===== config.mk =====
export PLATFORM = sky130hd
export DESIGN_NAME = ula_mul_seq
export DESIGN_NICKNAME = d
export VERILOG_FILES = /design/src/rtl/ula_mul_seq.sv
export SDC_FILE = /design/constraint.sdc
export NUM_CORES = 1
export LEC_CHECK = 0
export BUFFER_PORTS_ARGS = -buffer_cell sky130_fd_sc_hd__buf_2
export CAP_MARGIN = 20
export CELL_PAD_IN_SITES_DETAIL_PLACEMENT = 2
export CELL_PAD_IN_SITES_GLOBAL_PLACEMENT = 2
export CORE_ASPECT_RATIO = 1.25
export CORE_MARGIN = 4
export CORE_UTILIZATION = 30
export CTS_BUF_LIST = sky130_fd_sc_hd__clkbuf_2 sky130_fd_sc_hd__clkbuf_4 sky130_fd_sc_hd__clkbuf_8
export CTS_CLUSTER_SIZE = 16
export DETAILED_ROUTE_END_ITERATION = 12
export PLACE_DENSITY = 0.94
export SLEW_MARGIN = 15
export SYNTH_ARGS = -nofsm -noshare
export SYNTH_HDL_FRONTEND = slang
export SYNTH_SLANG_ARGS = --single-unit
export TNS_END_PERCENT = 30

===== constraint.sdc =====
create_clock -name clk -period 2.1 [get_ports clk]
set_input_delay 0 -clock clk [delete_from_list [all_inputs] [get_ports clk]]
set_output_delay 0 -clock clk [all_outputs]
set_load 0.01 [all_outputs]

===== src/rtl/ula_mul_seq.sv =====
// Sequential unsigned WIDTH x WIDTH multiplier that drives a shared ULA with shift-add steps.
// Optional MUL_ZERO_BYPASS_EN: a zero operand goes straight to DONE without using the ULA.
module ula_mul_seq #(
   parameter int unsigned WIDTH    = 32,
   parameter logic [3:0]  OPC_ADD  = 4'b0010,
   parameter logic [3:0]  OPC_IDLE = 4'b0000
) (
   input  logic             clk,
   input  logic             rst_n,
   input  logic             start,
   input  logic [WIDTH-1:0] mcand,
   input  logic [WIDTH-1:0] mplier,
   output logic             busy,
   output logic             done,
   output logic [WIDTH-1:0] prod_hi,
   output logic [WIDTH-1:0] prod_lo,
   output logic [3:0]       ula_op,
   output logic [WIDTH-1:0] ula_a,
   output logic [WIDTH-1:0] ula_b,
   input  logic [WIDTH-1:0] ula_r
);

   localparam logic [1:0] ST_IDLE = 2'd0;
   localparam logic [1:0] ST_ITER = 2'd1;
   localparam logic [1:0] ST_DONE = 2'd2;

   localparam logic [5:0] CNT_LAST = 6'(WIDTH - 1);

   logic [1:0]       state;
   logic [5:0]       cnt;
   logic [WIDTH-1:0] mcand_r;
   logic [WIDTH-1:0] hi;
   logic [WIDTH-1:0] lo;
   logic             carry;
   logic             zero_op;

`ifdef MUL_ZERO_BYPASS_EN
   assign zero_op = (mcand == '0) || (mplier == '0);
`else
   assign zero_op = 1'b0;
`endif

   always_comb begin
      ula_op = OPC_IDLE;
      ula_a  = '0;
      ula_b  = '0;
      if (state == ST_ITER) begin
         ula_op = OPC_ADD;
         ula_a  = hi;
         ula_b  = lo[0] ? mcand_r : '0;
      end
   end

   // The ULA has no carry out, so recover it from the operand and sum MSBs.
   assign carry = (ula_a[WIDTH-1] & ula_b[WIDTH-1]) |
                  ((ula_a[WIDTH-1] | ula_b[WIDTH-1]) & ~ula_r[WIDTH-1]);

   always_ff @(posedge clk or negedge rst_n) begin
      if (!rst_n) begin
         state   <= ST_IDLE;
         cnt     <= '0;
         mcand_r <= '0;
         hi      <= '0;
         lo      <= '0;
      end else begin
         case (state)
            ST_IDLE: begin
               if (start) begin
                  mcand_r <= mcand;
                  hi      <= '0;
                  cnt     <= '0;
                  if (zero_op) begin
                     lo    <= '0;
                     state <= ST_DONE;
                  end else begin
                     lo    <= mplier;
                     state <= ST_ITER;
                  end
               end
            end
            ST_ITER: begin
               {hi, lo} <= {carry, ula_r, lo[WIDTH-1:1]};
               if (cnt == CNT_LAST) begin
                  cnt   <= '0;
                  state <= ST_DONE;
               end else begin
                  cnt <= cnt + 6'd1;
               end
            end
            ST_DONE: state <= ST_IDLE;
            default: state <= ST_IDLE;
         endcase
      end
   end

   assign busy    = (state != ST_IDLE);
   assign done    = (state == ST_DONE);
   assign prod_hi = hi;
   assign prod_lo = lo;

endmodule

-- Word-level counts from Yosys, hierarchy flattened
Cells that the tools add are included.
- add/sub/neg operators: 1
- equality and inequality tests: 5
- mux-type cells: 14
- bitwise logic cells: 5
- reduce and logical (&&, ||, !) cells: 6
- operators by type and width (kind ; count):
    2-to-1 mux 32 bit ; 5
    case mux 32 bit (2 select lines) ; 2
    2-to-1 mux 6 bit ; 2
    case mux 6 bit (2 select lines) ; 1
    adder 6 x 1 -> 6 bit, second input constant ; 1
    == test 6 x 5 -> 1 bit, second input constant ; 1
    2-to-1 mux 2 bit ; 3
    AND reduction 2 bit ; 3
    case mux 2 bit (2 select lines) ; 1
    nonzero test 2 bit ; 2
    AND 1 bit ; 2
    == test 2 x 1 -> 1 bit, second input constant ; 1
    == test 2 bit, second input constant ; 1
    logical NOT 2 bit ; 1
    inequality test 2 x 1 -> 1 bit, second input constant ; 1
    inequality test 2 bit, second input constant ; 1
    OR 1 bit ; 2
    NOT 1 bit ; 1
- flip-flop bits (word level): 104
- input bits: 99
- output and inout bits: 134
- logic and storage cells: 36

-- Logic depth before layout (Yosys ltp)
Gate-level depths: netlist of the first run.
- depth in word-level cells: 6
- mapped depth: 8
- gate-level depth less buffers: 4

-- Worst setup path before layout of the first run
No wires, ideal clock.
- kind: flip-flop to flip-flop
- start point: reg state[0]
- end point: reg mcand_r[0]
- library setup time: 125 ps
- data arrival time: 1316 ps
- data required time: 1975 ps
- slack: 659 ps
- stages on the path, launching flop included: 6
- path buffers: 3
- clock period less this slack: 1441 ps
- cell sequence: dfrtp_1 -> nor3b_2 -> buf_6 -> buf_8 -> buf_12 -> mux2_2
- longest elaborated chain between the ends: 2
- RTL lines (element ; RTL line ; source):
    from (decl) ; 29 ; logic [1:0] state;
    from (signal assigned) ; 60 ; state <= ST_IDLE;
    from (signal assigned) ; 74 ; state <= ST_DONE;
    from (signal assigned) ; 77 ; state <= ST_ITER;
    logical NOT 2 bit ; 66 ; case (state)
    AND reduction 2 bit (no source line) ; -- ;
    to (signal assigned) ; 69 ; mcand_r <= mcand;
    to (decl) ; 31 ; logic [WIDTH-1:0] mcand_r;
No other way between the ends.
A chain may end at the register's enable or synchronous reset.

-- Worst setup path in the final report of the first run
- start point: reg state[1]
- end point: out ula_b[1]
- longest elaborated chain between the ends: 2
- RTL lines (element ; RTL line ; source):
    == test 2 x 1 -> 1 bit ; 47 ; if (state == ST_ITER) begin
    2-to-1 mux 32 bit ; 47 ;
    to (decl) ; 19 ; output logic [WIDTH-1:0] ula_b,
No other way between the ends.

==> results of run 1 <==
-- cells in the final DEF, fill, tap and decap left out, types with 4 or more instances in the layout --
cell type / synthesis / final
buf_2: 5 / 228
dfrtp_1: 104 / 104
nand2_1: 102 / 102
dlygate4sd3_1: 0 / 98
o21ai_1: 63 / 63
and2_1: 32 / 32
and3_1: 32 / 32
mux2_2: 32 / 32
mux2i_1: 32 / 32
clkbuf_8: 0 / 11
o21ai_0: 7 / 7
buf_12: 1 / 5
diode_2: 0 / 4
nand3_1: 4 / 4
-- kinds of logic after synthesis --
family / share of synthesized area, %
AND/OR/NAND/NOR: 17.8
other: 0.0770
XOR/XNOR: 0.360
multiplexers: 14.0
AO/OA/AOI/OAI: 8.06
buffers and inverters: 6.09
flip-flops: 53.4
adder cells (fa/ha/maj): 0.257
-- routing by layer --
metal / up-vias / part of all wire, % / global-route usage [%] / routed length, µm
met5: - / 0 / 0 / 0
met4: 0 / 2.8 / 8.63 / 603
met3: 48 / 5.4 / 4.89 / 1150
met2: 186 / 57 / 45.5 / 12300
met1: 2466 / 35 / 23.7 / 7390
li1: 2185 / - / - / -
-- worst register-to-register path, cell delays in order, from the launching register on --
cell	delay [ns]
dfrtp_1	0.46
nor3b_4	0.34
buf_12	0.31
mux2i_1	0.40
o21ai_1	0.12
-- Yosys cell counts, drive strengths merged, types with 2 or more instances --
cell    number
dfrtp      104
nand2      102
o21ai       70
and2        32
and3        32
mux2        32
mux2i       32
buf         25
clkbuf      14
nand3        4
nand2b       3
nor3b        2
o211ai       2
xor2         2
-- sequential cells by signal (all words and copies together), names as in the netlist --
name and cells:
prod_hi 32, prod_lo 32, mcand_r 32, cnt 6
state 2
-- repair_timing --
item / CTS / global route
setup endpoints to repair: 0 / 34
endpoints found under the hold margin: 199 / 0
resized for setup: 0 / 3
hold buffers: 98 / 0
-- report_power, final --
part	switching [mW]	total, mW	leakage [nW]	internal (mW)
Clock	0.724	1.36	0.106	0.634
Sequential	0.576	3.15	1.26	2.57
Combinational	1.59	2.87	2.27	1.28
Total	2.89	7.37	3.64	4.49
-- stage by stage --
step	hold WS [ns]	total power [mW]	utilization (%)	std cells
5_1_grt	0.143	7.87	46.8	998
6_report	0.124	7.37	46.8	998
2_1_floorplan	-0.296	4.46	-	469
4_1_cts	0.0942	7.26	46.5	993
3_5_place_dp	-0.146	5.72	39.0	879
3_3_place_gp	-0.157	5.45	39.0	879
-- area by class of cell --
class                   count  area [µm²]
clock buffers              12         159
flip-flops and latches    104        2600
well taps                 212         265
multi-input cells         325        1990
repair buffers            336        2300
clock inverters             4        51.3
diodes                      4        10.0
fillers                  1671        8380
inverters                   1        8.76
-- worst max path at each step --
| stage | cells after the start | to | slack, ns | start |
|---|---|---|---|---|
| after floorplan | 5 | mcand_r[0]$_DFFE_PN0P_ | 0.66 | state[0]$_DFFE_PN0P_ |
| after global placement | 3 | mcand_r[3]$_DFFE_PN0P_ | 0.53 | state[0]$_DFFE_PN0P_ |
| after detailed placement | 3 | mcand_r[2]$_DFFE_PN0P_ | 0.44 | state[0]$_DFFE_PN0P_ |
| after CTS | 5 | ula_a[10] | 0.05 | state[1]$_DFFE_PN0P_ |
| after global routing | 5 | ula_b[1] | 0.03 | state[1]$_DFFE_PN0P_ |
| final | 5 | ula_b[1] | 0.15 | state[1]$_DFFE_PN0P_ |
==> metrics.yaml, run 1 <==
grt_overflow: 0
slowest_stage: "dfrtp_1"
finClkSkew_ns: 0.0123
fin_nets: 877
r2r_setup_slack_ns: 0.34
fmax_ghz: 0.512
grt_usage_pct: 23.2
finalHoldViolCount: 0
viasPerCell: 4.89
row_count: 51
cts_tree: "built"
firstDrtPassIters: 4
worst_pin_slew_ns: 0.773
vias: 4885
grt_start_max_net_pins: 85
grt_pass1_wl_um: 32700
root_buffer: "clkbuf_8"
max-vdd-ir-drop_v: 0.000577
grt_pass1_vias: 5800
yosys_warnings: 0
critPathMaxFanout: 55
final_area_um2: 7380
post-place-ws_ns: 0.442
cts_buffers: 9
drive_gt1_share_pct: 37.0
cp-end-kind: "output pin"
totalWireLength_um: 21400
drc: 0
cap_violations: 0
cp_cell_sequence: "nand2b_1 > clkinv_4 > buf_12 > and3_1 > buf_2"
ant_nets: 0
r2r_start: "state[0]$_DFFE_PN0P_"
cp-start-kind: "register"
ios: 233
fin_setup_tns_ns: 0
postCtsSetupBuffers: 0
arrival_ns: 1.95
dpl.hpwl_um: 12500
cts.sinks: 104
min_to: "cnt[0]$_DFFE_PN0P_"
ys_seq_area_share_pct: 53.4
power.leakage_nw: 3.64
r2r_end: "prod_lo[2]$_DFFE_PN0P_"
clock_latency_ns: 0.37
critPathMaxStageDelay_ns: 0.45
synth_top_area_share_pct: 53.4
slew_headroom_pct: 48.5
final.min_clock_period_ns: 1.95
worst-r2r-cell-count: 4
mappedNetlistArea_um2: 4870
htree_levels: 3
wl_per_cell_um: 21.5
drv_slew: 0
ys.flop_type: "dfrtp_1"
synth_seq_cells: 104
power_per_cell_area_nw_per_um2: 999
setup_slack_ns: 0.148
die_w_um: 122
cts_buffer_depth: 2
first_iter_violations: 175
synthArstFlopShare_pct: 100
hold_depth: 4
gp_congestion: 0.751
port_buffers: 229
holdCritStartpoint: "start"
ys_types: 32
area_growth_pct: 51.5
cp.required_ns: 2.10
hold_class: "primary input to register"
start_util_pct: 30.9
synth_cells: 467
core_area_um2: 15800
postSynthAreaPerCell_um2: 10.4
die_area_um2: 18400
yosysTopAreaCell: "dfrtp_1"
crit_family: "buffers and inverters"
yosys-top-cells-area: "dfrtp_1 (53%), nand2_1 (7.9%), mux2_2 (7.4%)"
synth-edff-count: 0
dieHeight_um: 150
status: "completed"
antenna_found_initial: 4
min_period_over_period_pct: 92.9
place_area_um2: 6140
finalSetupViolCount: 0
worstSetupPathType: "register to output pin"
cp_num_buf_inv: 3
clkTransAtPathRegs_ns: 0.10
rsz0062_at_grt: "no"
Power figures use the tool's default switching activity.
==> run 2: changes to the inputs <==
--- a/config.mk
+++ b/config.mk
@@ -15,7 +15,7 @@
 export CTS_BUF_LIST = sky130_fd_sc_hd__clkbuf_2 sky130_fd_sc_hd__clkbuf_4 sky130_fd_sc_hd__clkbuf_8
 export CTS_CLUSTER_SIZE = 16
 export DETAILED_ROUTE_END_ITERATION = 12
-export PLACE_DENSITY = 0.94
+export PLACE_DENSITY = 0.95
 export SLEW_MARGIN = 15
 export SYNTH_ARGS = -nofsm -noshare
 export SYNTH_HDL_FRONTEND = slang
==> metrics.yaml, run 2 (synthesis results as in run 1) <==
use_met1_pct: 24.1
area_growth_pct: 50.8
grt_busiest_layer: "met2"
antenna_found_initial: 6
critPathCapture: "ula_a[20]"
worstSetupPathType: "register to output pin"
slew_headroom_pct: 47.8
viasPerCell: 4.94
die_w_um: 122
cp-end-kind: "output pin"
r2r_end: "prod_lo[29]$_DFFE_PN0P_"
grt_start_max_net_pins: 65
vias: 4926
p_sw_mw: 3.01
hold_class: "primary input to register"
worst-r2r-cell-count: 4
cts_buffers: 9
fin_util_pct: 46.6
root_buffer: "clkbuf_8"
finalSetupViolCount: 0
grt_usage_pct: 23.9
whs_ns: 0.0000769
cp.required_ns: 2.10
cp-start-kind: "register"
start_util_pct: 30.9
grt_overflow: 0
cts_tree: "built"
ant_nets: 0
critPathMaxFanout: 64
p_int_mw: 4.43
holdCritStartpoint: "mplier[12]"
worst_pin_slew_ns: 0.783
final_common_cell: "buf_2"
cts.sinks: 104
power_per_cell_area_nw_per_um2: 1010
status: "completed"
dpl.hpwl_um: 12600
first_iter_violations: 199
fmax_ghz: 0.482
cts_buffer_depth: 2
drv_slew: 0
p_seq_share_pct: 42.5
totalWireLength_um: 23000
firstDrtPassIters: 5
arrival_ns: 2.08
dieHeight_um: 150
final.min_clock_period_ns: 2.08
htree_levels: 3
r2r_start: "state[0]$_DFFE_PN0P_"
power.leakage_nw: 3.63
fin_nets: 875
core_area_um2: 15800
port_buffers: 229
finClkSkew_ns: 0.0325
drc: 0
power_frac_comb_pct: 39.1
row_count: 51
ios: 233
postCtsSetupBuffers: 0
grt_pass1_wl_um: 33600
grt_util_met2_pct: 48.5
switching_share_pct: 40.5
critPathMaxStageDelay_ns: 0.49
max-vdd-ir-drop_v: 0.000434
finalHoldViolCount: 0
cp_cell_sequence: "nand2b_1 > bufinv_16 > buf_16 > and2_1 > buf_2"
cap_violations: 0
grt_pass1_vias: 5810
layout_common_cells: "buf_2 (228), dfrtp_1 (103), nand2_1 (102), dlygate4sd3_1 (96), o21ai_1 (63)"
gr-usage-met3_pct: 3.80
drive_gt1_share_pct: 37.2
crit_path_start: "state[1]$_DFFE_PN0P_"
die_area_um2: 18400
clkTransAtPathRegs_ns: 0.14
slowest_stage: "dfrtp_2"
min_period_over_period_pct: 98.9
r2r_setup_slack_ns: 0.26
gp_congestion: 0.745
clock_latency_ns: 0.39
clkPwrFrac_pct: 18.4
wl_per_cell_um: 23.1
[run 2: how the worst min path moves through the flow]
stage               slack (ns)  cells past startpoint                 endpoint
floorplan                -0.30                      0       cnt[0]$_DFFE_PN0P_
global route              0.01                      3  prod_lo[12]$_DFFE_PN0P_
global placement        -0.008                      1  prod_hi[17]$_DFFE_PN0P_
detailed placement       0.007                      1  prod_hi[17]$_DFFE_PN0P_
CTS                      0.002                      3  prod_lo[12]$_DFFE_PN0P_
finish                 0.00008                      3  prod_lo[12]$_DFFE_PN0P_
[run 2: routing by layer]
| metal | vias up | share of wire [%] |
|---|---|---|
| li1 | 2182 | - |
| met3 | 50 | 4.9 |
| met2 | 188 | 58 |
| met1 | 2506 | 34 |
| met4 | 0 | 3.3 |
| met5 | - | 0 |
[run 2: timing repair]
| action | 4_1_cts | 5_1_grt |
|---|---|---|
| resized for setup | 1 | 5 |
| endpoints found under the setup margin | 17 | 21 |
| hold buffers | 96 | 0 |
| endpoints found under the hold margin | 130 | 0 |
[run 2: per-stage QoR]
step / total power, mW / instances / setup slack [ns] / setup TNS, ns / area, µm²
3_5_place_dp: 5.72 / 880 / 0.393 / 0 / 6140
5_1_grt: 7.89 / 998 / -0.0583 / -0.637 / 7350
6_report: 7.44 / 998 / 0.0235 / 0 / 7350
3_3_place_gp: 5.45 / 880 / 0.533 / 0 / 6140
2_1_floorplan: 4.46 / 469 / 0.659 / 0 / 4880
4_1_cts: 7.20 / 992 / 0.00503 / 0 / 7300
[run 2: cell type report]
class	instances	area (µm²)
fillers	1672	8410
flip-flops and latches	104	2600
repair buffers	334	2250
multi-input cells	325	1990
well taps	212	265
clock buffers	9	124
clock inverters	7	77.6
inverters	1	30.0
diodes	6	15.0
[run 2: critical path: cells and delay by family, from the launching register on]
kind / cells / cell delay, ns
buffers and inverters: 3 / 0.73
and+or+nand+nor: 2 / 0.41
DFF: 1 / 0.49
[run 2: power by group through the flow]
| stage | clock, mW | combinational (mW) | sequential (mW) |
|---|---|---|---|
| detailed placement | 0 | 2.59 | 3.13 |
| floorplan | 0 | 1.35 | 3.11 |
| CTS | 1.36 | 2.75 | 3.10 |
| global route | 1.48 | 3.16 | 3.24 |
| finish | 1.37 | 2.91 | 3.16 |
| global placement | 0 | 2.40 | 3.05 |
